File: config.mk
export PLATFORM = sky130hd
export DESIGN_NAME = identity_check_sequencer
export DESIGN_NICKNAME = d
export VERILOG_FILES = /design/src/rtl/identity_check_sequencer.sv
export SDC_FILE = /design/constraint.sdc
export NUM_CORES = 1
export LEC_CHECK = 0
export CORE_AREA = 5 5 253 255
export DETAILED_ROUTE_END_ITERATION = 12
export DIE_AREA = 0 0 258 260
export MAX_ROUTING_LAYER = met4
export SYNTH_ARGS = -nofsm -noshare
export SYNTH_HDL_FRONTEND = slang
export SYNTH_SLANG_ARGS = --single-unit
File: constraint.sdc
create_clock -name clk -period 2.29 [get_ports clk]
set_clock_uncertainty 0.2 [all_clocks]
set_input_delay 0.229 -clock clk [delete_from_list [all_inputs] [get_ports clk]]
set_output_delay 0.229 -clock clk [all_outputs]
set_load 0.01 [all_outputs]
File: src/rtl/identity_check_sequencer.sv
// Replays stored stimulus into a reference and a synthesized DUT, waits a fixed
// settle time, then compares both output buses and keeps mismatch statistics.
module identity_check_sequencer #(
  parameter int IN_W       = 64,
  parameter int OUT_W      = 166,
  parameter int NUM_VEC    = 21,
  parameter int ADDR_W     = 5,
  parameter int SETTLE_CYC = 2,
  parameter int CNT_W      = 8
) (
  input  logic              clk,
  input  logic              rst,
  input  logic              start,
  input  logic              abort,
  output logic [ADDR_W-1:0] vec_addr,
  input  logic [IN_W-1:0]   vec_data,
  output logic [IN_W-1:0]   dut_in,
  input  logic [OUT_W-1:0]  y_ref,
  input  logic [OUT_W-1:0]  y_dut,
  output logic              busy,
  output logic              cmp_valid,
  output logic              done,
  output logic              pass,
  output logic [CNT_W-1:0]  mismatch_cnt,
  output logic [ADDR_W-1:0] first_fail_idx,
  output logic [OUT_W-1:0]  fail_diff
);

  localparam logic [2:0] S_IDLE   = 3'd0;
  localparam logic [2:0] S_FETCH  = 3'd1;
  localparam logic [2:0] S_APPLY  = 3'd2;
  localparam logic [2:0] S_SETTLE = 3'd3;
  localparam logic [2:0] S_CHECK  = 3'd4;
  localparam logic [2:0] S_DONE   = 3'd5;

  localparam int SW = (SETTLE_CYC > 1) ? $clog2(SETTLE_CYC) : 1;

  logic [2:0]        state;
  logic [ADDR_W-1:0] idx;
  logic [SW-1:0]     settle;
  logic              mis;

  // Default to mismatch so an unknown compare result is never treated as equal.
  always_comb begin
    mis = 1'b1;
    if (y_ref == y_dut) mis = 1'b0;
  end

  assign vec_addr  = idx;
  assign busy      = (state == S_FETCH) || (state == S_APPLY) ||
                     (state == S_SETTLE) || (state == S_CHECK);
  assign cmp_valid = (state == S_CHECK);
  assign done      = (state == S_DONE);
  assign pass      = done && (mismatch_cnt == '0);

  always_ff @(posedge clk) begin
    if (rst) begin
      state          <= S_IDLE;
      idx            <= '0;
      settle         <= '0;
      dut_in         <= '0;
      mismatch_cnt   <= '0;
      first_fail_idx <= '0;
      fail_diff      <= '0;
    end else if (abort && busy) begin
      // Partial statistics stay visible until the next start.
      state  <= S_IDLE;
      dut_in <= '0;
    end else begin
      case (state)
        S_IDLE, S_DONE: begin
          if (start) begin
            idx            <= '0;
            mismatch_cnt   <= '0;
            first_fail_idx <= '0;
            fail_diff      <= '0;
            state          <= S_FETCH;
          end
        end
        S_FETCH: state <= S_APPLY;
        S_APPLY: begin
          dut_in <= vec_data;
          settle <= SW'(SETTLE_CYC - 1);
          state  <= S_SETTLE;
        end
        S_SETTLE: begin
          if (settle == '0) state <= S_CHECK;
          else              settle <= settle - 1'b1;
        end
        S_CHECK: begin
          if (mis) begin
            if (mismatch_cnt == '0) begin
              first_fail_idx <= idx;
              fail_diff      <= y_ref ^ y_dut;
            end
            if (mismatch_cnt != '1) mismatch_cnt <= mismatch_cnt + 1'b1;
          end
          if (idx == ADDR_W'(NUM_VEC - 1)) begin
            state <= S_DONE;
          end else begin
            idx   <= idx + 1'b1;
            state <= S_FETCH;
          end
        end
        default: state <= S_IDLE;
      endcase
    end
  end

endmodule
---- Yosys cells after proc, flatten, opt, wreduce, memory -nomap -nowiden ----
Cells that the tools add are included.
cells by class
  add/subtract/negate cells ............... 3
  eq/ne operators ......................... 14
  multiplexer cells ....................... 20
  bitwise gates (word level) .............. 2
  reductions and logical operators ........ 16
operators with widths
  kind                                                                      number
  166-bit 2-to-1 mux                                                        3
  166-bit case mux with 2 select lines                                      1
  166-bit == test                                                           1
  166-bit bitwise XOR                                                       1
  8-bit 2-to-1 mux                                                          3
  5-bit 2-to-1 mux                                                          4
  5-bit case mux with 2 select lines                                        2
  8-bit case mux with 2 select lines                                        1
  3-bit case mux with 5 select lines                                        1
  5-bit AND reduction                                                       2
  3-bit 2-to-1 mux                                                          3
  8-bit by 1-bit adder with 8-bit output (second input constant)            1
  8-bit zero test                                                           1
  2-bit inequality test (second input constant)                             4
  8-bit inequality test (second input constant)                             1
  3-bit by 2-bit == test with 1-bit output (second input constant)          2
  3-bit == test (second input constant)                                     2
  5-bit by 1-bit adder with 5-bit output (second input constant)            1
  5-bit == test (second input constant)                                     1
  2-bit by 1-bit inequality test with 1-bit output (second input constant)  2
  2-bit AND reduction                                                       2
  4-bit AND reduction                                                       1
  2-bit nonzero test                                                        2
  2-bit OR reduction                                                        2
  8 further kinds                                                           11
word-level totals
  register bits ........................... 252
  input port bits ......................... 400
  output and inout port bits .............. 252
  logic and storage cells ................. 62

---- Longest topological paths before layout ----
  depth after elaboration ................. 7
  mapped depth ............................ 11

---- Least setup slack after synthesis ----
No wires, ideal clock.
  kind .................................... flip-flop to flip-flop
  start point ............................. register state[1]
  end point ............................... register fail_diff[142]
  setup time .............................. 126 ps
  arrival ................................. 2108 ps
  required time ........................... 1964 ps
  setup slack ............................. -144 ps
  stages on the path, launching flop included .. 11
  path buffers ............................ 3
  path through ............................ dfxtp_1 buf_2 or3b_4 nor4_1 nand4_1 nor4_2 nand3_2 nand2_2 buf_6 buf_6 o21ai_0
between the ends
  cells in the longest elaborated chain, start to end .. 7
  elaborated cells between the ends (all ways) .. 18
ends and longest elaborated chain
  element                                                                                               line  source
  start, declared                                                                                       38    logic [2:0] state;
  start signal, assigned                                                                                58    state <= S_IDLE;
  start signal, assigned                                                                                67    state <= S_IDLE;
  start signal, assigned                                                                                77    state <= S_FETCH;
  3-bit by 1-bit == test with 1-bit output or 3-bit by 2-bit == test with 1-bit output (tied branches)  50    assign busy = (state == S_FETCH) || (state == S_APPLY) ||
  1-bit logical OR (2 in series)                                                                        50
  1-bit logical OR                                                                                      51    (state == S_SETTLE) || (state == S_CHECK);
  1-bit logical AND                                                                                     65    end else if (abort && busy) begin
  1-bit NOT (no line)                                                                                   -
  5-bit AND reduction (no line)                                                                         -
  end signal, assigned                                                                                  94    fail_diff <= y_ref ^ y_dut;
  end, declared                                                                                         26    output logic [OUT_W-1:0] fail_diff
Several ways; a longest one is shown, not always the timed one.
A chain may end at the register's enable or synchronous reset.

---- Worst setup path after layout ----
  start point ............................. input y_dut[80]
  end point ............................... register fail_diff[98]
between the ends
  cells in the longest elaborated chain, start to end .. 3
ends and longest elaborated chain
  element                          line  source
  start, declared                  19    input logic [OUT_W-1:0] y_dut,
  166-bit == test                  46    if (y_ref == y_dut) mis = 1'b0;
  2-bit inequality test (no line)  -
  5-bit AND reduction (no line)    -
Every way passes these cells.

==> impl_metrics.env <==
export IMPL_drv_cap=0
export IMPL_drc_errors=0
export IMPL_grt_max_degree=82
export IMPL_viasPerCell=4.84
export IMPL_coreArea_sq_um=61400
export IMPL_fin_area_sq_um=24200
export IMPL_cp_top_family="simple AND/OR/NAND/NOR gates"
export IMPL_final_period_utilization=1.22
export IMPL_slew_viol_final=0
export IMPL_tightest_slew_ps=797
export IMPL_first_pass_iters=5
export IMPL_path_clk_slew_ps=70
export IMPL_setup_viol=180
export IMPL_postRouteAntennaNets=0
export IMPL_use_met3=0.0478
export IMPL_drive_gt1_frac=0.193
export IMPL_worstSetupPathDepth=13
export IMPL_crit_chain="clkdlybuf4s50_1, xor2_1, nor4_2, nand4_1, nor4_4, buf_4, nand3_4, nand2_8, buf_12, buf_8, buf_12, buf_16, o21ai_2"
export IMPL_r2r_cells=12
export IMPL_grt_util_all_layers=0.217
export IMPL_cp_arrival_ps=3060
export IMPL_cts_buffers=31
export IMPL_syn_inst=1434
export IMPL_grt_use_met1=0.264
export IMPL_ios=652
export IMPL_grt_use_met2=0.357
export IMPL_startpoint_type="primary input"
export IMPL_final_cells=3113
export IMPL_htreeDepth=1
export IMPL_cts_root_buf="clkbuf_16"
export IMPL_die_w_um=258
export IMPL_power_mw=12.7
export IMPL_placed_area_sq_um=20700
export IMPL_slew_headroom=0.467
export IMPL_layout_nets=2702
export IMPL_ys_seq_area_frac=0.416
export IMPL_cpMostUsedCell="buf_12"
export IMPL_layout_common_cells="clkdlybuf4s50_1 (637), dfxtp_1 (248), buf_4 (176)"
export IMPL_grt_pass1_wl_um=106000
export IMPL_vias=15100
export IMPL_hold_class="primary input to register"
export IMPL_cp_slowest_cell="nor4_2"
export IMPL_synth_cell_types=45
export IMPL_gr_max_usage_layer="met2"
export IMPL_hold_path_depth=5
export IMPL_fin_crit_ps=2800
export IMPL_vdd_ir_drop_max_mv=0.499
export IMPL_finalHoldViolations=1
export IMPL_max_freq_mhz=358
export IMPL_grt_pass1_vias=15100
export IMPL_end_kind="register"
export IMPL_synth_nets=1838
export IMPL_violations="hold timing, setup timing"
export IMPL_grt_ovfl_total=0
export IMPL_dieHeight_um=260
export IMPL_cpPeakStageDelay_ps=530
export IMPL_wirelength_um=77400
export IMPL_holdWs_ps=-18.1
export IMPL_cts_tree="done"
export IMPL_synth_avg_cell_area_sq_um=8.45
export IMPL_crit_fanout=8
export IMPL_insertion_delay_ps=570
export IMPL_cp_required_ps=2550
export IMPL_final_common_cell="clkdlybuf4s50_1"
export IMPL_antenna_found_initial=2
export IMPL_r2r_setup_slack_ps=-450
export IMPL_area_growth_syn_to_layout_pct=99.4
export IMPL_dpl_hpwl_um=57500
export IMPL_status="finished, violations left"
export IMPL_critical_path_class="primary input to register"
export IMPL_crit_start="y_dut[80]"
export IMPL_place_gp_congestion=0.941
export IMPL_routedWlPerCell_um=24.9
export IMPL_clockBufferDepth=3
export IMPL_rr_startpoint="state[0]$_SDFFE_PP0P_"
export IMPL_clock_sinks=252
export IMPL_crit_buf_inv=6
export IMPL_start_util=0.197
export IMPL_rsz0062_at_grt="true"
export IMPL_die_area_sq_um=67100
export IMPL_dp_slack_ps=-1490
export IMPL_setup_slack_ps=-507
export IMPL_dp_cells=2938
export IMPL_r2r_end="fail_diff[98]$_SDFFE_PP0P_"
export IMPL_synth_cell_area_sq_um=12100
export IMPL_drt_iter0_markers=1112
export IMPL_num_rows=91
export IMPL_synth_warnings=0
export IMPL_portBuffers=651
export IMPL_endpoint="fail_diff[98]$_SDFFE_PP0P_"
export IMPL_ys_ff_latch=252
export IMPL_power_leakage_nw=8.66
export IMPL_p_per_area_nw_per_um2=527
-- worst reg2reg max path: cells and delay by family, from the launching register on --
family	cells	cell delay (ps)
AO/OA/AOI/OAI	1	50
AND/OR/NAND/NOR	6	1360
flip-flops	1	310
buffers and inverters	5	710
-- worst min-delay path by stage --
stage | from | to | slack [ps]
2_1_floorplan | vec_data[0] | dut_in[0]$_SDFFE_PP0P_ | 160
3_3_place_gp | dut_in[18]$_SDFFE_PP0P_ | dut_in[18]$_SDFFE_PP0P_ | 240
3_5_place_dp | dut_in[40]$_SDFFE_PP0P_ | dut_in[40]$_SDFFE_PP0P_ | 250
4_1_cts | vec_data[26] | dut_in[26]$_SDFFE_PP0P_ | 0.4
5_1_grt | y_dut[41] | fail_diff[41]$_SDFFE_PP0P_ | 2
6_report | y_dut[112] | fail_diff[112]$_SDFFE_PP0P_ | -20
-- Yosys cell counts (all sizes together) --
cell type | instances | area [sq um]
dfxtp | 252 | 5040
and3 | 3 | 18.8
or3b | 1 | 11.3
a211oi | 4 | 30.0
or3 | 2 | 12.5
mux2i | 1 | 10.0
nor4 | 44 | 282
nor4b | 2 | 17.5
nor3 | 5 | 25.0
nand2 | 147 | 554
and2 | 4 | 25.0
xnor2 | 4 | 35.0
nor2 | 18 | 67.6
nand3 | 173 | 871
a21o | 1 | 7.51
clkinv | 1 | 3.75
nand2b | 2 | 12.5
a21boi | 1 | 7.51
o32ai | 1 | 8.76
a21oi | 70 | 350
o21ai | 170 | 851
o311a | 1 | 10.0
clkbuf | 88 | 337
o31ai | 3 | 22.5
or2 | 4 | 25.0
buf | 51 | 443
xor2 | 166 | 1450
a311o | 2 | 20.0
o41ai | 7 | 61.3
o211ai | 170 | 1280
or4 | 1 | 7.51
ha | 4 | 50.1
o21a | 1 | 7.51
nor2b | 4 | 25.0
inv | 11 | 41.3
nand4 | 15 | 93.8
-- metrics by stage --
stage	utilization	TNS, ps
6_report	0.394	-71830
5_1_grt	0.394	-73480
4_1_cts	0.385	-59740
3_5_place_dp	0.337	-253000
3_3_place_gp	0.337	-244700
2_1_floorplan	-	-4730
-- what timing repair did --
action | 4_1_cts | 5_1_grt
setup buffers | 33 | 11
setup endpoints to repair | 183 | 231
hold endpoints to repair | 55 | 0
hold buffers | 55 | 0
gates cloned | 22 | 11
pin swaps | 46 | 43
resized for setup | 161 | 116
-- logic make-up after synthesis --
family	count (synthesis)	synth area share
buffers and inverters	151	0.0680
adders and majority gates	4	0.00413
xor gates and xnor gates	170	0.123
AOI/OAI and AO/OA	431	0.219
and+or+nand+nor	425	0.169
muxes	1	0.000826
DFF	252	0.416
-- metal layers --
metal,vias to the layer above,part of all wire
met1,7362,0.40
met4,0,0.035
met2,680,0.49
met5,-,0
met3,117,0.083
li1,6899,-
-- final cells by class --
| cell class | instances | area [sq um] |
|---|---|---|
| Inverter | 12 | 57.6 |
| Multi-Input combinational cell | 1031 | 6980 |
| Sequential cell | 252 | 5050 |
| Antenna cell | 3 | 7.51 |
| Clock buffer | 49 | 953 |
| Tap cell | 790 | 988 |
| Clock inverter | 6 | 40.0 |
| Timing Repair Buffer | 970 | 10100 |
| Fill cell | 6020 | 37200 |
-- power breakdown --
| group | internal (mW) | switching (mW) | total, mW | leakage (nW) |
|---|---|---|---|---|
| registers | 4.46 | 0.0409 | 4.50 | 2.03 |
| clock network | 2.82 | 2.00 | 4.83 | 0.490 |
| logic | 1.70 | 1.71 | 3.40 | 6.13 |
| total | 8.98 | 3.75 | 12.7 | 8.66 |
-- registers in the layout, summed over array words and instances (netlist names) --
signal,cells
mismatch_cnt,8
state,3
first_fail_idx,5
settle,1
vec_addr,5
fail_diff,166
dut_in,64
No activity file was read; power rests on OpenSTA's default activity.
